`src/rtl/pulse_seq_gen_pkg.sv`:
```
// Shared types for the RF pulse sequencer: mode codes, FSM states, segment clamp.
// Optional abort support is enabled with PULSE_SEQ_ABORT_EN.
package pulse_seq_gen_pkg;

  typedef enum logic [1:0] {
    MODE_MZ     = 2'd0,
    MODE_RAMSEY = 2'd1,
    MODE_RABI   = 2'd2,
    MODE_RSV    = 2'd3
  } mode_e;

  typedef enum logic [2:0] {
    S_IDLE,
    S_START,
    S_P1,
    S_W1,
    S_P2,
    S_W2,
    S_P3,
    S_HOLD
  } state_e;

  localparam int unsigned LEN_W = 64;

  // A zero-length segment would never terminate, so it runs for one cycle.
  function automatic logic [LEN_W-1:0] seg_len(
    input logic [LEN_W-1:0] n
  );
    return (n == '0) ? LEN_W'(1) : n;
  endfunction

endpackage

```
`src/rtl/pulse_seq_gen_if.sv`:
```
// Control/status bundle between the trigger side and the pulse sequencer.
// The abort line exists only when PULSE_SEQ_ABORT_EN is defined.
interface pulse_seq_gen_if
  import pulse_seq_gen_pkg::*;
#(
  parameter int unsigned CNT_W = 32
);
  logic             trig;
  logic [1:0]       mode;
  logic [CNT_W-1:0] wait_cyc;
  logic             rabi_clr;
`ifdef PULSE_SEQ_ABORT_EN
  logic             abort;
`endif
  logic             rf;
  logic             busy;
  logic             done;
  logic [CNT_W-1:0] rabi_len;

  modport master (
`ifdef PULSE_SEQ_ABORT_EN
    output abort,
`endif
    output trig, mode, wait_cyc, rabi_clr,
    input  rf, busy, done, rabi_len
  );

  modport slave (
`ifdef PULSE_SEQ_ABORT_EN
    input  abort,
`endif
    input  trig, mode, wait_cyc, rabi_clr,
    output rf, busy, done, rabi_len
  );

endinterface

```
`src/rtl/pulse_seq_gen_trig_sync_edge.sv`:
```
// Two-flop synchroniser for the external trigger plus a rising-edge one-shot.
// Used by pulse_seq_gen (PULSE_SEQ_ABORT_EN does not affect this block).
module trig_sync_edge (
  input  logic clk,
  input  logic rst,
  input  logic d_i,
  output logic rise_o
);

  logic s1_q, s2_q, s3_q;

  always_ff @(posedge clk) begin
    if (rst) begin
      s1_q <= 1'b0;
      s2_q <= 1'b0;
      s3_q <= 1'b0;
    end else begin
      s1_q <= d_i;
      s2_q <= s1_q;
      s3_q <= s2_q;
    end
  end

  assign rise_o = s2_q & ~s3_q;

endmodule

```
`src/rtl/pulse_seq_gen.sv`:
```
// RF pulse sequencer: Mach-Zehnder, Ramsey and Rabi-sweep shots on one gate line.
// Define PULSE_SEQ_ABORT_EN to add the abort input (forces HOLD mid-shot).
module pulse_seq_gen
  import pulse_seq_gen_pkg::*;
#(
  parameter int unsigned CNT_W          = 32,
  parameter int unsigned START_CYC      = 400,
  parameter int unsigned PI_2_CYC       = 333,
  parameter int unsigned PI_CYC         = 666,
  parameter int unsigned END_CYC        = 33300,
  parameter int unsigned RABI_INIT      = 66,
  parameter int unsigned RABI_STEP      = 66,
  parameter int unsigned RABI_MAX_STEPS = 64
) (
  input logic            clk,
  input logic            rst,
  pulse_seq_gen_if.slave bus
);

  localparam logic [LEN_W-1:0] RABI_LAST_L =
    LEN_W'(RABI_INIT) +
    LEN_W'(RABI_STEP) * LEN_W'(RABI_MAX_STEPS - 1);

  localparam logic [CNT_W-1:0] R_INIT = CNT_W'(RABI_INIT);
  localparam logic [CNT_W-1:0] R_STEP = CNT_W'(RABI_STEP);
  localparam logic [CNT_W-1:0] R_LAST = CNT_W'(RABI_LAST_L);

  if (RABI_MAX_STEPS == 0 || CNT_W > LEN_W ||
      (CNT_W < LEN_W && (RABI_LAST_L >> CNT_W) != '0))
  begin : g_bad_param
    $error("pulse_seq_gen: Rabi sweep does not fit CNT_W");
  end

  state_e           state_q, state_d, nxt_seg;
  mode_e            mode_q, mode_d;
  logic [CNT_W-1:0] cnt_q, cnt_d;
  logic [CNT_W-1:0] wait_q, wait_d;
  logic [CNT_W-1:0] rabi_q, rabi_d;
  logic             rf_q, rf_d;
  logic             done_q, done_d;
  logic             abrt_q, abrt_d;
  logic             start;
  logic [LEN_W-1:0] cur_len;
  logic             seg_end;

  trig_sync_edge u_sync (
    .clk    (clk),
    .rst    (rst),
    .d_i    (bus.trig),
    .rise_o (start)
  );

  always_comb begin
    cur_len = LEN_W'(1);
    unique case (state_q)
      S_START: cur_len = seg_len(LEN_W'(START_CYC));
      S_P1: cur_len = seg_len((mode_q == MODE_RABI) ?
                              LEN_W'(rabi_q) :
                              LEN_W'(PI_2_CYC));
      S_W1,
      S_W2:    cur_len = seg_len(LEN_W'(wait_q));
      S_P2:    cur_len = seg_len(LEN_W'(PI_CYC));
      S_P3:    cur_len = seg_len(LEN_W'(PI_2_CYC));
      S_HOLD:  cur_len = seg_len(LEN_W'(END_CYC));
      default: cur_len = LEN_W'(1);
    endcase
  end

  assign seg_end = (LEN_W'(cnt_q) == cur_len - LEN_W'(1));

  always_comb begin
    nxt_seg = S_IDLE;
    unique case (state_q)
      S_START: nxt_seg = S_P1;
      S_P1:    nxt_seg = (mode_q == MODE_RABI) ? S_HOLD : S_W1;
      S_W1:    nxt_seg = (mode_q == MODE_MZ) ? S_P2 : S_P3;
      S_P2:    nxt_seg = S_W2;
      S_W2:    nxt_seg = S_P3;
      S_P3:    nxt_seg = S_HOLD;
      default: nxt_seg = S_IDLE;
    endcase
  end

  always_comb begin
    state_d = state_q;
    cnt_d   = cnt_q + CNT_W'(1);
    mode_d  = mode_q;
    wait_d  = wait_q;
    rabi_d  = rabi_q;
    done_d  = 1'b0;
    abrt_d  = abrt_q;
    if (state_q == S_IDLE) begin
      cnt_d = '0;
      if (bus.rabi_clr) rabi_d = R_INIT;
      if (start && bus.mode != MODE_RSV) begin
        state_d = S_START;
        mode_d  = mode_e'(bus.mode);
        wait_d  = bus.wait_cyc;
        abrt_d  = 1'b0;
      end
    end else if (seg_end) begin
      cnt_d   = '0;
      state_d = nxt_seg;
      if (state_q == S_HOLD) begin
        done_d = 1'b1;
        if (mode_q == MODE_RABI && !abrt_q)
          rabi_d = (rabi_q == R_LAST) ? R_INIT : rabi_q + R_STEP;
      end
    end
`ifdef PULSE_SEQ_ABORT_EN
    if (bus.abort && state_q != S_IDLE && state_q != S_HOLD) begin
      state_d = S_HOLD;
      cnt_d   = '0;
      abrt_d  = 1'b1;
    end
`endif
    rf_d = (state_d == S_P1) || (state_d == S_P2) ||
           (state_d == S_P3);
  end

  always_ff @(posedge clk) begin
    if (rst) begin
      state_q <= S_IDLE;
      mode_q  <= MODE_MZ;
      cnt_q   <= '0;
      wait_q  <= '0;
      rabi_q  <= R_INIT;
      rf_q    <= 1'b0;
      done_q  <= 1'b0;
      abrt_q  <= 1'b0;
    end else begin
      state_q <= state_d;
      mode_q  <= mode_d;
      cnt_q   <= cnt_d;
      wait_q  <= wait_d;
      rabi_q  <= rabi_d;
      rf_q    <= rf_d;
      done_q  <= done_d;
      abrt_q  <= abrt_d;
    end
  end

  assign bus.rf       = rf_q;
  assign bus.busy     = (state_q != S_IDLE);
  assign bus.done     = done_q;
  assign bus.rabi_len = rabi_q;

endmodule
```
`src/flat_wrapper.sv`:
```
// flat-port wrapper written by rule: the top's interface ports become plain ports
module pulse_seq_gen_flat import pulse_seq_gen_pkg::*;
#(
  parameter int unsigned CNT_W          = 32,
  parameter int unsigned START_CYC      = 400,
  parameter int unsigned PI_2_CYC       = 333,
  parameter int unsigned PI_CYC         = 666,
  parameter int unsigned END_CYC        = 33300,
  parameter int unsigned RABI_INIT      = 66,
  parameter int unsigned RABI_STEP      = 66,
  parameter int unsigned RABI_MAX_STEPS = 64
)
  (clk, rst, bus_trig, bus_mode, bus_wait_cyc, bus_rabi_clr, bus_rf, bus_busy, bus_done, bus_rabi_len);
  pulse_seq_gen_if #(.CNT_W(CNT_W)) bus_i ();
  input logic clk;
  input logic rst;
  input wire logic [$bits(bus_i.trig)-1:0] bus_trig;
  input wire logic [$bits(bus_i.mode)-1:0] bus_mode;
  input wire logic [$bits(bus_i.wait_cyc)-1:0] bus_wait_cyc;
  input wire logic [$bits(bus_i.rabi_clr)-1:0] bus_rabi_clr;
  output wire logic [$bits(bus_i.rf)-1:0] bus_rf;
  output wire logic [$bits(bus_i.busy)-1:0] bus_busy;
  output wire logic [$bits(bus_i.done)-1:0] bus_done;
  output wire logic [$bits(bus_i.rabi_len)-1:0] bus_rabi_len;
  assign bus_i.trig = bus_trig;
  assign bus_i.mode = bus_mode;
  assign bus_i.wait_cyc = bus_wait_cyc;
  assign bus_i.rabi_clr = bus_rabi_clr;
  assign bus_rf = bus_i.rf;
  assign bus_busy = bus_i.busy;
  assign bus_done = bus_i.done;
  assign bus_rabi_len = bus_i.rabi_len;
  pulse_seq_gen #(.CNT_W(CNT_W), .START_CYC(START_CYC), .PI_2_CYC(PI_2_CYC), .PI_CYC(PI_CYC), .END_CYC(END_CYC), .RABI_INIT(RABI_INIT), .RABI_STEP(RABI_STEP), .RABI_MAX_STEPS(RABI_MAX_STEPS)) u_core (.clk(clk), .rst(rst), .bus(bus_i));
endmodule
```
`config.mk`:
```
export PLATFORM = sky130hd
export DESIGN_NAME = pulse_seq_gen_flat
export DESIGN_NICKNAME = d
export VERILOG_FILES = /design/src/rtl/pulse_seq_gen_pkg.sv /design/src/rtl/pulse_seq_gen_if.sv /design/src/rtl/pulse_seq_gen_trig_sync_edge.sv /design/src/rtl/pulse_seq_gen.sv /design/src/flat_wrapper.sv
export SDC_FILE = /design/constraint.sdc
export NUM_CORES = 1
export LEC_CHECK = 0
export ABC_AREA = 0
export BUFFER_PORTS_ARGS = -buffer_cell sky130_fd_sc_hd__buf_4
export CORE_MARGIN = 1.5
export CORE_UTILIZATION = 55
export CTS_BUF_LIST = sky130_fd_sc_hd__clkbuf_8
export DETAILED_ROUTE_END_ITERATION = 10
export PLACE_DENSITY_LB_ADDON = 0.2
export SLEW_MARGIN = 40
export SYNTH_ARGS = -nofsm -noshare
export SYNTH_HDL_FRONTEND = slang
export SYNTH_SLANG_ARGS = --single-unit
```
`constraint.sdc`:
```
create_clock -name clk -period 8.6 [get_ports clk]
set_input_delay 1.72 -clock clk [delete_from_list [all_inputs] [get_ports clk]]
set_output_delay 1.72 -clock clk [all_outputs]
set_load 0.05 [all_outputs]
```
# Yosys cells after proc, flatten, opt, wreduce, memory -nomap -nowiden
# Index checks and enable logic that the tools add are counted.
# totals
output_inout_bits,35
register_bits,106
elab_cells,64
in_bits,38
# classes
n_mux,17
addsub,3
reduce_logical,16
eq_ne,15
bitwise,3
# ops
operator,count
$pmux 64 s6,1
$mux 32,8
$eq 32x64->1,1
$logic_not 64->1,1
$mux 64,1
$sub 64x1->64 const B,1
$add 32x1->32 const B,1
$add 32x7->32 const B,1
$eq 32x13->1 const B,1
$logic_not 32->1,1
$eq 3x3->1 const B,6
$pmux 3 s6,1
$mux 3,4
$eq 3x2->1 const B,3
$reduce_bool 2->1,3
$reduce_or 3->1,2
$ne 2x2->1 const B,2
$reduce_and 4->1,1
$eq 3x1->1 const B,1
$logic_not 3->1,1
$reduce_bool 3->1,1
$eq 2x2->1 const B,1
$logic_not 2->1,1
$logic_or 1x1->1,2
other kinds (7),8

# Longest topological paths before layout
# Gate-level depths: netlist of run 1.
# depth
ltp_word,12
mapped_depth,23
depth_no_buf,17

# By module
# A second synthesis of run 1 with hierarchy kept.
# unflattened
hier_cells,925
hier_area_um2,7078.0
# modules_own_cells
mod,cells_per_inst,n_inst,seq_area_each_um2,area_each_um2
pulse_seq_gen,918,1,2042.0,6990.5
trig_sync_edge,7,1,60.1,87.6

# Least setup slack after synthesis of run 1
# Ideal clock, no wire load.
# synth_timing
path_kind,reg-to-reg
startpoint,"register u_core.rabi_q[21], in the netlist u_core.bus.rabi_len[21]"
endpoint,register u_core.cnt_q[0]
required_time_ns,8.478
setup_slack_ns,4.015
arrival_time_ns,4.464
period_less_slack_ns,4.585
setup_time_ns,0.122
n_path_buf,4
path_stages_with_launch,22
cell_sequence,dfxtp_1 > clkbuf_1 > or3_1 > or4_4 > nor4_4 > nor3_4 > nand4_2 > buf_4 > nand2b_1 > nor2_1 > ha_1 > xnor2_1 > nor3_1 > o21ai_0 > a2111oi_0 > and3_1 > nand4b_1 > nor4b_4 > or3_1 > buf_4 > buf_6 > nor2_1
# synth_between
elab_chain_len,7
# synth_rtl
element,line,source
start: declaration,pulse_seq_gen.sv:38,"logic [CNT_W-1:0] rabi_q, rabi_d;"
start signal: assignment,pulse_seq_gen.sv:136,rabi_q <= rabi_d;
$mux 32 *,pulse_seq_gen.sv:57,S_P1: cur_len = seg_len((mode_q == MODE_RABI) ?
$logic_not 64->1,pulse_seq_gen_pkg.sv:29,return (n == '0) ? LEN_W'(1) : n;
$mux 64 *,pulse_seq_gen_pkg.sv:29,
$pmux 64 s6 *,pulse_seq_gen.sv:55,unique case (state_q)
$sub 64x1->64 *,pulse_seq_gen.sv:69,assign seg_end = (LEN_W'(cnt_q) == cur_len - LEN_W'(1));
$eq 32x64->1 *,pulse_seq_gen.sv:69,
$reduce_or 3->1 (no line) *,--,
end signal: assignment,pulse_seq_gen.sv:134,cnt_q <= cnt_d;
end: declaration,pulse_seq_gen.sv:36,"logic [CNT_W-1:0] cnt_q, cnt_d;"
# Mark *: on every way between the ends. The rest lies on a longest branch, timed or not.
# A chain may end at the register's enable or synchronous reset.

# Final worst setup path of run 1
# layout_timing
startpoint,register u_core.state_q[1]
endpoint,register u_core.cnt_q[30]
# layout_between
elab_chain_len,6
elab_cells_between_ends,13
cone_classes,add/sub: 1; eq/ne: 8; mux: 1; reduce/logical: 3
# layout_rtl
element,line,source
start: declaration,pulse_seq_gen.sv:34,"state_e state_q, state_d, nxt_seg;"
start signal: assignment,pulse_seq_gen.sv:132,state_q <= state_d;
$eq 3x2->1 or $eq 3x3->1 (tied branches),pulse_seq_gen.sv:55,
$reduce_or 2->1,pulse_seq_gen.sv:55,
$pmux 64 s6,pulse_seq_gen.sv:55,
$sub 64x1->64,pulse_seq_gen.sv:69,
$eq 32x64->1,pulse_seq_gen.sv:69,
$reduce_or 3->1 (no line) *,--,
# Marks and branches as above.

==> flow_summary.ini, run 1 <==
[run_status]
status = finished, final reports clean

[pwr]
total_power_w = 0.00127
pwr-share-comb_pct = 35.0
p_leak_nw = 2.73
p_int_w = 0.000808
p_clk_share_pct = 24.3
p_sw_w = 0.000465
vdd_drop_max_v = 0.000131
seq_power_share_pct = 40.6
pwr_density_cell_mw_per_mm2 = 166
p_sw_share_pct = 36.5

[timing]
fin_crit_ns = 5.54
finalSetupTns_ns = 0
layout_setup_ws_ns = 3.06
hold_violations = 0
rsz0062_at_grt = no
fin_skew_ns = 0.0122
slew_violations = 0
max-slew-margin-rel_pct = 49.7
setup_viol = 0
clock.fmax_mhz = 181
finalCritPeriodShare_pct = 64.4
tightest_slew_ns = 0.754

[cts]
cts-root-buf = clkbuf_8
hold_buffers = 0
clkTransAtPathRegs_ns = 0.10
cts_tree = done
htreeDepth = 3
cts_buffer_depth = 2
cts-resized-gates = 0
post_cts_buffers = 0
clkSinkCount = 105
cts_buffers = 9
clk_latency_ns = 0.40

[final_layout]
fin_util_pct = 62.9
mostFrequentLayoutCell = nand2_1
diodes = 0
syn_to_final_growth_pct = 10.1
final_cell_area_sq_mm = 0.00765
drive_above_1_share_pct = 13.7
finalNetCount = 982
final_cell_mix = 122 x nand2_1, 103 x dfxtp_1, 87 x nor2_1, 80 x a21oi_1, 77 x buf_4

[route]
drcViolationCount = 0
totalWireLength_um = 19600
drt_iter0_markers = 659
num_vias = 6841
via_per_inst = 6.15
ant_nets = 0
first_pass_iters = 6
routedWlPerCell_um = 17.6

[critical_path]
critPathSlowestCell = dfxtp_1
crit_family = simple AND/OR/NAND/NOR gates
criticalPathCategory = register to register
crit_buf_inv = 0
path_max_fanout = 32
arrival_ns = 5.81
cp_data_required_time_ns = 8.87
crit_top_cell = nor2_1
cp-end-kind = register
critPathLaunchType = register
path_cells = xor2_1, and2_2, a2bb2oi_1, nor2b_1, nand4_2, nand2b_1, nor2_1, ha_1, xnor2_1, nor3_1, o21ai_0, a2111oi_0, and3_1, nand4b_1, nor4b_4, or3_2, nor2_1
cp_num_cells = 17
rr_startpoint = u_core.state_q[1]
regToRegEndpoint = u_core.cnt_q[30]
rrSetupSlack_ns = 3.06
ff2ff_path_depth = 17
crit_path_max_incr_delay_ns = 0.82

[job]
drv_cap = 0

[synthesis]
post-synth-top-area-fraction_pct = 30.3
ys_seq_area_share_pct = 30.3
synth_cell_types = 89
ys_top_cells_by_area = dfxtp_1 30%, nand2_1 6.6%, a21oi_1 5.8%
synth_ff_type = dfxtp_1
synth-edff-count = 0
ys_warn_count = 0
synth_fp_nets = 956
syn_area_sq_mm = 0.00694
synth.ff_latch_count = 105
ys_async_sr_fraction_pct = 0
synth_area_leader_cell = dfxtp_1
synth.avg_cell_area_sq_um = 7.60
syn_inst = 914

[place]
place_area_sq_mm = 0.00744
routabilityCongestion = 0.982
place_ws_ns = 2.90
dp_hpwl_um = 14500
port-buffer-count = 71

[global_route]
grt_overflow = 0
antenna_found_initial = 0
grt_pass1_wl_um = 31700
first_global_vias = 6221
grt_start_max_net_pins = 47
track_usage_pct = 30.4

[hold_path]
holdPathEnd = u_core.u_sync.s2_q
min_from = u_core.u_sync.s1_q
hp-class = register to register
whs_path_depth = 1

[floorplan]
dieArea_sq_mm = 0.0133
die_x_um = 115
rows = 40
num_io_pins = 73
dieHeight_um = 115
start_util_pct = 57.1
core_sq_mm = 0.0122
==> synthesized netlist by cell type (3+ instances only) <==
cell and instances:
nor2b_1 9, nor3_1 26, nand2b_1 21, nand4b_1 3
a211o_1 3, nor4_4 3, buf_4 8, nand3_1 39
inv_1 15, a22o_1 5, and3_1 23, a41oi_1 5
o2bb2ai_1 4, ha_1 4, or3_1 7, nand4_1 15
or4_1 6, and2_1 7, nand2_1 123, o21a_1 3
clkbuf_1 37, a21oi_1 80, buf_6 4, mux2i_1 4
buf_1 3, a22oi_1 21, o21ai_0 19, a211oi_2 3
nor2_1 87, buf_2 10, nor4_1 20, a21o_1 3
o211a_1 4, xnor2_1 44, o211ai_1 4, a31oi_1 26
nor3b_1 4, o22ai_1 11, nor4b_1 3, dfxtp_1 105
xor2_1 27
==> flip-flops by register name (all words and copies together), names as in the netlist, 2 cells and up <==
name and cells:
u_core.cnt_q 32, u_core.wait_q 32, u_core.state_q 3, u_core.mode_q 2, u_core.bus.rabi_len 31
==> routing by layer <==
metal / up-vias / global-route usage (%) / wire [um]
li1: 3359 / - / -
met1: 3180 / 38.7 / 8570
met2: 257 / 49.7 / 9170
met3: 45 / 6.75 / 1280
met4: 0 / 12.6 / 616
met5: - / 0 / 0
==> worst max-delay path by stage <==
stage,slack (ns),start,end
after detailed placement,2.90,u_core.state_q[2],u_core.cnt_q[27]
final,3.06,u_core.state_q[1],u_core.cnt_q[30]
after global placement,2.77,u_core.state_q[2],u_core.cnt_q[24]
after global routing,2.50,u_core.state_q[1],u_core.cnt_q[29]
after CTS,2.88,u_core.state_q[2],u_core.cnt_q[30]
after floorplan,4.01,u_core.bus.rabi_len[21],u_core.cnt_q[0]
==> area by class of cell <==
cell class              count  area (sq um)
well taps                 168           210
fillers                  1137          4510
repair buffers             77           578
inverters                  15          56.3
clock buffers              12           165
flip-flops and latches    105          2100
multi-input cells         732          4500
clock inverters             4          33.8
==> metrics by stage <==
step           hold WS, ns  cells
6_report             0.447   1113
4_1_cts              0.453   1113
3_5_place_dp         0.429   1097
5_1_grt              0.465   1113
3_3_place_gp         0.422   1097
2_1_floorplan        0.414    914
==> worst reg2reg max path: cells and delay by family (launching register included) <==
kind            cells  cell delay, ns
compound gates      3            0.75
xor+xnor            2            0.39
simple gates       11            3.21
fa+ha+maj           1            0.26
flops               1            0.82
==> power groups by stage <==
| stage | sequential, W | clock (W) | combinational, W |
|---|---|---|---|
| after floorplan | 0.000517 | 0 | 0.000352 |
| after CTS | 0.000516 | 0.000315 | 0.000439 |
| after global placement | 0.000527 | 0 | 0.000429 |
| final | 0.000517 | 0.000309 | 0.000446 |
| after detailed placement | 0.000528 | 0 | 0.000436 |
| after global routing | 0.000520 | 0.000333 | 0.000483 |
==> kinds of logic after synthesis <==
logic type	share of synthesized area, %
adder cells (fa/ha/maj)	0.721
AO/OA/AOI/OAI	22.0
other	0.0540
flip-flops	30.3
multiplexers	0.739
XOR/XNOR	8.96
AND/OR/NAND/NOR	32.0
buffers and inverters	5.21
No activity file was read; power rests on OpenSTA's default activity.
==> run 2, diff against run 1 <==
--- a/config.mk
+++ b/config.mk
@@ -5,7 +5,7 @@
 export SDC_FILE = /design/constraint.sdc
 export NUM_CORES = 1
 export LEC_CHECK = 0
-export ABC_AREA = 0
+export ABC_AREA = 1
 export BUFFER_PORTS_ARGS = -buffer_cell sky130_fd_sc_hd__buf_4
 export CORE_MARGIN = 1.5
 export CORE_UTILIZATION = 55
==> constraint.sdc (replaced) <==
create_clock -name clk -period 5.1 [get_ports clk]
set_input_delay 1.02 -clock clk [delete_from_list [all_inputs] [get_ports clk]]
set_output_delay 1.02 -clock clk [all_outputs]
set_load 0.05 [all_outputs]
==> run 2 against run 1 <==
Routed wire length up 14%. Clock-buffer cell count down 1. Clock skew down 0.00098 ns. Combinational power up 82%. Sequential share of layout area down 3.1 points. Cell count up 39%. Power up 83%. Largest cell class unchanged. Area after synthesis up 13%.
==> flow_summary.ini, run 2 <==
[synthesis]
synth_ff_type = dfxtp_1
synth-edff-count = 0
synth_cell_types = 46
synth_commonest_cells = 295 x nand2_1, 295 x nor2_1, 142 x inv_1
ys_seq_area_share_pct = 26.9
syn_inst = 1311
ys_warn_count = 0
synth_area_leader_cell = dfxtp_1
synth_fp_nets = 1353
syn_area_sq_mm = 0.00782
ys_top_cells_by_area = dfxtp_1 27%, nand2_1 14%, nor2_1 14%
ys_async_sr_fraction_pct = 0
synth.avg_cell_area_sq_um = 5.96
synth.ff_latch_count = 105
post-synth-top-area-fraction_pct = 26.9

[critical_path]
crit_family = simple AND/OR/NAND/NOR gates
critPathSlowestCell = dfxtp_2
cp_data_required_time_ns = 5.40
critPathLaunchType = register
criticalPathCategory = register to register
crit_top_cell = nand2_1
path_cells = inv_4, nand3_2, nand2_4, nand2_1, nand3_1, nor2_1, nand2_2, inv_2, nand4_1, nor3_1, ha_1, a2111oi_0, nand4_1, nor3_1, nand3_1, nor2_2, nand3_2, nand2_2, nand2_4, inv_8, nand2_1, nand2_1, nor2_1
ff2ff_path_depth = 23
cp_num_cells = 23
crit_path_max_incr_delay_ns = 0.49
path_max_fanout = 35
cp-end-kind = register
arrival_ns = 4.90
crit_buf_inv = 3

[timing]
slew_violations = 0
hold_violations = 0
setup_viol = 0
rsz0062_at_grt = no
fin_skew_ns = 0.0112
clock.fmax_mhz = 217
finalCritPeriodShare_pct = 90.3
max-slew-margin-rel_pct = 46.9
fin_crit_ns = 4.60
finalSetupTns_ns = 0
tightest_slew_ns = 0.793

[cts]
htreeDepth = 3
cts_buffer_depth = 2
post_cts_buffers = 0
clkTransAtPathRegs_ns = 0.10
cts-root-buf = clkbuf_8
cts_tree = done
clk_latency_ns = 0.40
cts_buffers = 9
clkSinkCount = 105
hold_buffers = 0

[final_layout]
drive_above_1_share_pct = 12.8
syn_to_final_growth_pct = 10.1
finalNetCount = 1401
diodes = 0
mostFrequentLayoutCell = nand2_1
multiInputGateArea_sq_mm = 0.00486
nFillCells = 1426
regArea_sq_mm = 0.00211
final_cell_mix = 295 x nand2_1, 294 x nor2_1, 140 x inv_1, 102 x dfxtp_1, 81 x nand3_1
final_cells = 1544

[place]
port-buffer-count = 71
place_inst = 1528
dp_hpwl_um = 17600
routabilityCongestion = 1.00

[route]
drt_iter0_markers = 679
drcViolationCount = 0
routedWlPerCell_um = 14.5
via_per_inst = 5.40
first_pass_iters = 5
ant_nets = 0
totalWireLength_um = 22400
num_vias = 8335

[global_route]
grt_pass1_wl_um = 35900
track_usage_pct = 30.3
grt_overflow = 0
grt_start_max_net_pins = 40
antenna_found_initial = 0
first_global_vias = 7352

[floorplan]
dieHeight_um = 122
num_io_pins = 73
die_x_um = 122
dieArea_sq_mm = 0.0149
rows = 43
start_util_pct = 56.3
core_sq_mm = 0.0139

[job]
drv_cap = 0

[hold_path]
whs_path_depth = 2
hp-class = register to register

[pwr]
vdd_drop_max_v = 0.000194
p_leak_nw = 3.91
pwr_density_cell_mw_per_mm2 = 270

[run_status]
status = finished, final reports clean
-- run 2: cell types whose count changed in the layout (fill, tap and decap cells not counted), moves of 24 or more --
cell / change
nor2_1: +207
nand2_1: +173
inv_1: +125
a31oi_1: -24
a21oi_1: -56
o21ai_0: +38
xnor2_1: -38
nand3_1: +42
o21ai_1: +31
-- run 2: layout make-up --
class / count / area share (%)
clock inverter: 5 / 0.813
tap: 180 / 2.61
clock buffer: 11 / 1.76
sequential: 105 / 24.4
multi-input combinational: 1005 / 56.4
timing repair buffer: 79 / 6.89
inverter: 159 / 7.07
-- run 2: logic make-up after synthesis --
group | after synthesis | synth area share [%]
simple gates | 820 | 46.8
flops | 105 | 26.9
fa+ha+maj | 4 | 0.640
buf+inv | 201 | 11.0
compound gates | 131 | 9.01
xor+xnor | 49 | 5.58
other cells | 1 | 0.0480
-- run 2: worst register-to-register path: stages, from the launching register on --
cell and delay [ns]:
dfxtp_2 0.49, inv_4 0.09, nand3_2 0.09, nand2_4 0.20, nand2_1 0.12, nand3_1 0.20, nor2_1 0.35, nand2_2 0.13
inv_2 0.15, nand4_1 0.14, nor3_1 0.20, ha_1 0.29, a2111oi_0 0.42, nand4_1 0.20, nor3_1 0.21, nand3_1 0.15
nor2_2 0.16, nand3_2 0.13, nand2_2 0.12, nand2_4 0.21, inv_8 0.26, nand2_1 0.08, nand2_1 0.06, nor2_1 0.06
-- run 2: per-layer routing --
| metal | GRT usage (%) | wire length, um | share of wire [%] | vias to the layer above |
|---|---|---|---|---|
| li1 | - | - | - | 4256 |
| met1 | 40.7 | 10300 | 46 | 3746 |
| met2 | 48.7 | 10100 | 45 | 282 |
| met4 | 11.0 | 680 | 3.0 | 0 |
| met3 | 5.44 | 1300 | 5.8 | 51 |
| met5 | 0 | 0 | 0 | - |
-- run 2: stage by stage --
step / total power, W / area [sq um] / hold WS [ns] / worst slack (ns) / utilization [%]
floorplan: 0.00155 / 7820 / 0.388 / 1.33 / -
global placement: 0.00175 / 8380 / 0.404 / 0.347 / 60.4
detailed placement: 0.00176 / 8380 / 0.401 / 0.295 / 60.4
CTS: 0.00233 / 8600 / 0.420 / 0.277 / 62.0
global route: 0.00247 / 8610 / 0.436 / 0.0334 / 62.1
finish: 0.00233 / 8610 / 0.418 / 0.496 / 62.1
-- run 2: power by group --
group	switching [W]	internal, W
Sequential	0.0000736	0.000869
Clock	0.000311	0.000262
Combinational	0.000555	0.000257
-- run 2: path summary, 6_finish.rpt --
kind | startpoint | to | slack [ns]
setup / recovery | u_core.state_q[2] | u_core.bus.rabi_len[2] | 0.50
hold / removal | u_core.u_sync.s1_q | u_core.u_sync.s2_q | 0.42
setup reg to reg | u_core.state_q[2] | u_core.bus.rabi_len[2] | 0.50
hold reg to reg | u_core.u_sync.s1_q | u_core.u_sync.s2_q | 0.42
-- run 2: what timing repair did --
item,4_1_cts,5_1_grt
hold endpoints to repair,0,0
endpoints found under the setup margin,0,45
gates resized for setup,0,5
==> run 3, diff against run 2 <==
--- a/config.mk
+++ b/config.mk
@@ -5,7 +5,7 @@
 export SDC_FILE = /design/constraint.sdc
 export NUM_CORES = 1
 export LEC_CHECK = 0
-export ABC_AREA = 1
+export ABC_AREA = 0
 export BUFFER_PORTS_ARGS = -buffer_cell sky130_fd_sc_hd__buf_4
 export CORE_MARGIN = 1.5
 export CORE_UTILIZATION = 55
==> run 3 against run 2 <==
Flip-flop and latch count unchanged. Largest power group unchanged. Critical path depth fell by 8. Cell area is 7.8% lower. Maximum frequency decreased by 3.0%. Combinational power rose by 0.7%. Hold slack better by 0.033 ns. Sequential share of layout area grew 2.1 points. Global-route usage up 1.0 points. Critical path type unchanged. Critical endpoint is now u_core.bus.rabi_len[30]. Power down 3.9%. Sequential power decreased by 8.1%. Via count decreased by 15%.
==> flow_summary.ini, run 3 (synthesis gave the netlist of run 1 again) <==
[cts]
htreeDepth = 3
clkTransAtPathRegs_ns = 0.11
clk_latency_ns = 0.40
cts_buffers = 9
cts-root-buf = clkbuf_8
hold_buffers = 0
clkSinkCount = 105
cts_buffer_depth = 2
cts_tree = done

[timing]
finalSetupTns_ns = 0
fin_skew_ns = 0.0146
holdWs_ns = 0.451
finalCritPeriodShare_pct = 93.0
slew_violations = 0
tightest_slew_ns = 0.634
fin_crit_ns = 4.74
setup_viol = 0
clock.fmax_mhz = 211
rsz0062_at_grt = no
hold_violations = 0
max-slew-margin-rel_pct = 57.3

[route]
drcViolationCount = 0
routedWlPerCell_um = 17.7
drt_iter0_markers = 708
first_pass_iters = 5
totalWireLength_um = 20200
ant_nets = 0
via_per_inst = 6.18
num_vias = 7071

[floorplan]
core_sq_mm = 0.0122
rows = 40
die_x_um = 115
num_io_pins = 73
dieHeight_um = 115
start_util_pct = 57.1
dieArea_sq_mm = 0.0133

[run_status]
status = finished, final reports clean

[critical_path]
path_max_fanout = 30
path_cells = nor3b_4, a21boi_1, o221a_1, nor3_4, ha_1, nand3_2, or4_1, xnor2_1, a211o_1, nor4b_2, nand4_1, nor4_4, buf_12, a41oi_1, a31oi_1
cp_data_required_time_ns = 5.43
criticalPathCategory = register to register
cp-end-kind = register
arrival_ns = 5.08
critPathLaunchType = register
crit_path_max_incr_delay_ns = 0.69
critPathSlowestCell = or4_1

[final_layout]
nFillCells = 1151
diodes = 0
final_cell_mix = 123 x nand2_1, 107 x buf_4, 102 x dfxtp_1, 87 x nor2_1, 80 x a21oi_1
drive_above_1_share_pct = 16.4
syn_to_final_growth_pct = 14.3
mostFrequentLayoutCell = nand2_1
finalNetCount = 1014

[job]
drv_cap = 0

[global_route]
grt_start_max_net_pins = 47
grt_overflow = 0
antenna_found_initial = 0
first_global_vias = 6330
track_usage_pct = 31.3
grt_pass1_wl_um = 32500

[hold_path]
hp-class = register to register

[pwr]
vdd_drop_max_v = 0.000201
pwr_density_cell_mw_per_mm2 = 282
p_leak_nw = 2.91

[place]
dp_hpwl_um = 15100
routabilityCongestion = 0.972
port-buffer-count = 71
[run 3: changes by cell type in the layout (fill, tap and decap cells not counted), sizes merged, moves of 50 or more]
| cell | previous run | this run |
|---|---|---|
| a21oi | 25 | 80 |
| inv | 159 | 17 |
| nand2 | 309 | 123 |
| nand3 | 90 | 40 |
| nor2 | 318 | 89 |
| o21ai | 95 | 22 |
[run 3: what timing repair did]
item / 4_1_cts / 5_1_grt
gates resized for setup: 0 / 7
setup buffers: 0 / 3
hold endpoints to repair: 0 / 0
endpoints found under the setup margin: 0 / 68
[run 3: final cells by class]
class,count,area [sq um],area share [%]
multi-input cells,732,4510,56.8
flip-flops and latches,105,2110,26.5
repair buffers,109,843,10.6
well taps,168,210,2.65
clock buffers,10,138,1.73
clock inverters,6,72.6,0.914
inverters,15,56.3,0.709
[run 3: per-layer routing]
layer	up-vias	global-route usage (%)	routed length, um
li1	3427	-	-
met1	3255	40.5	8580
met2	336	51.6	9510
met3	53	5.90	1520
met4	0	12.3	640
met5	-	0	0
[run 3: final timing paths]
path	from	endpoint	slack (ns)	depth (start not counted)
max reg2reg	u_core.mode_q[1]	u_core.bus.rabi_len[30]	0.36	15
min	u_core.u_sync.s1_q	u_core.u_sync.s2_q	0.45	1
max	u_core.mode_q[1]	u_core.bus.rabi_len[30]	0.36	15
min reg2reg	u_core.u_sync.s1_q	u_core.u_sync.s2_q	0.45	1
[run 3: where the power goes]
part | internal [W] | leakage, nW | switching, W
Sequential | 0.000836 | 0.849 | 0.0000299
Clock | 0.000245 | 0.103 | 0.000308
Combinational | 0.000335 | 1.95 | 0.000483
Total | 0.00142 | 2.91 | 0.000821
[run 3: per-stage QoR]
stage | utilization, % | total power (W) | instance area (sq um) | setup slack, ns | cells
6_report | 65.3 | 0.00224 | 7940 | 0.355 | 1145
5_1_grt | 65.3 | 0.00235 | 7940 | 0.0399 | 1145
4_1_cts | 64.9 | 0.00222 | 7890 | 0.0928 | 1142
3_5_place_dp | 63.2 | 0.00166 | 7680 | 0.111 | 1126
3_3_place_gp | 63.2 | 0.00166 | 7680 | 0.126 | 1126
2_1_floorplan | - | 0.00146 | 6940 | 0.515 | 914
[run 3: critical path: cells and delay by family (launching register included)]
| kind | cells | cell delay, ns |
|---|---|---|
| DFF | 1 | 0.46 |
| adders and majority gates | 1 | 0.29 |
| xor gates and xnor gates | 1 | 0.19 |
| and+or+nand+nor | 7 | 2.54 |
| AOI/OAI and AO/OA | 5 | 0.97 |
| buffers and inverters | 1 | 0.23 |
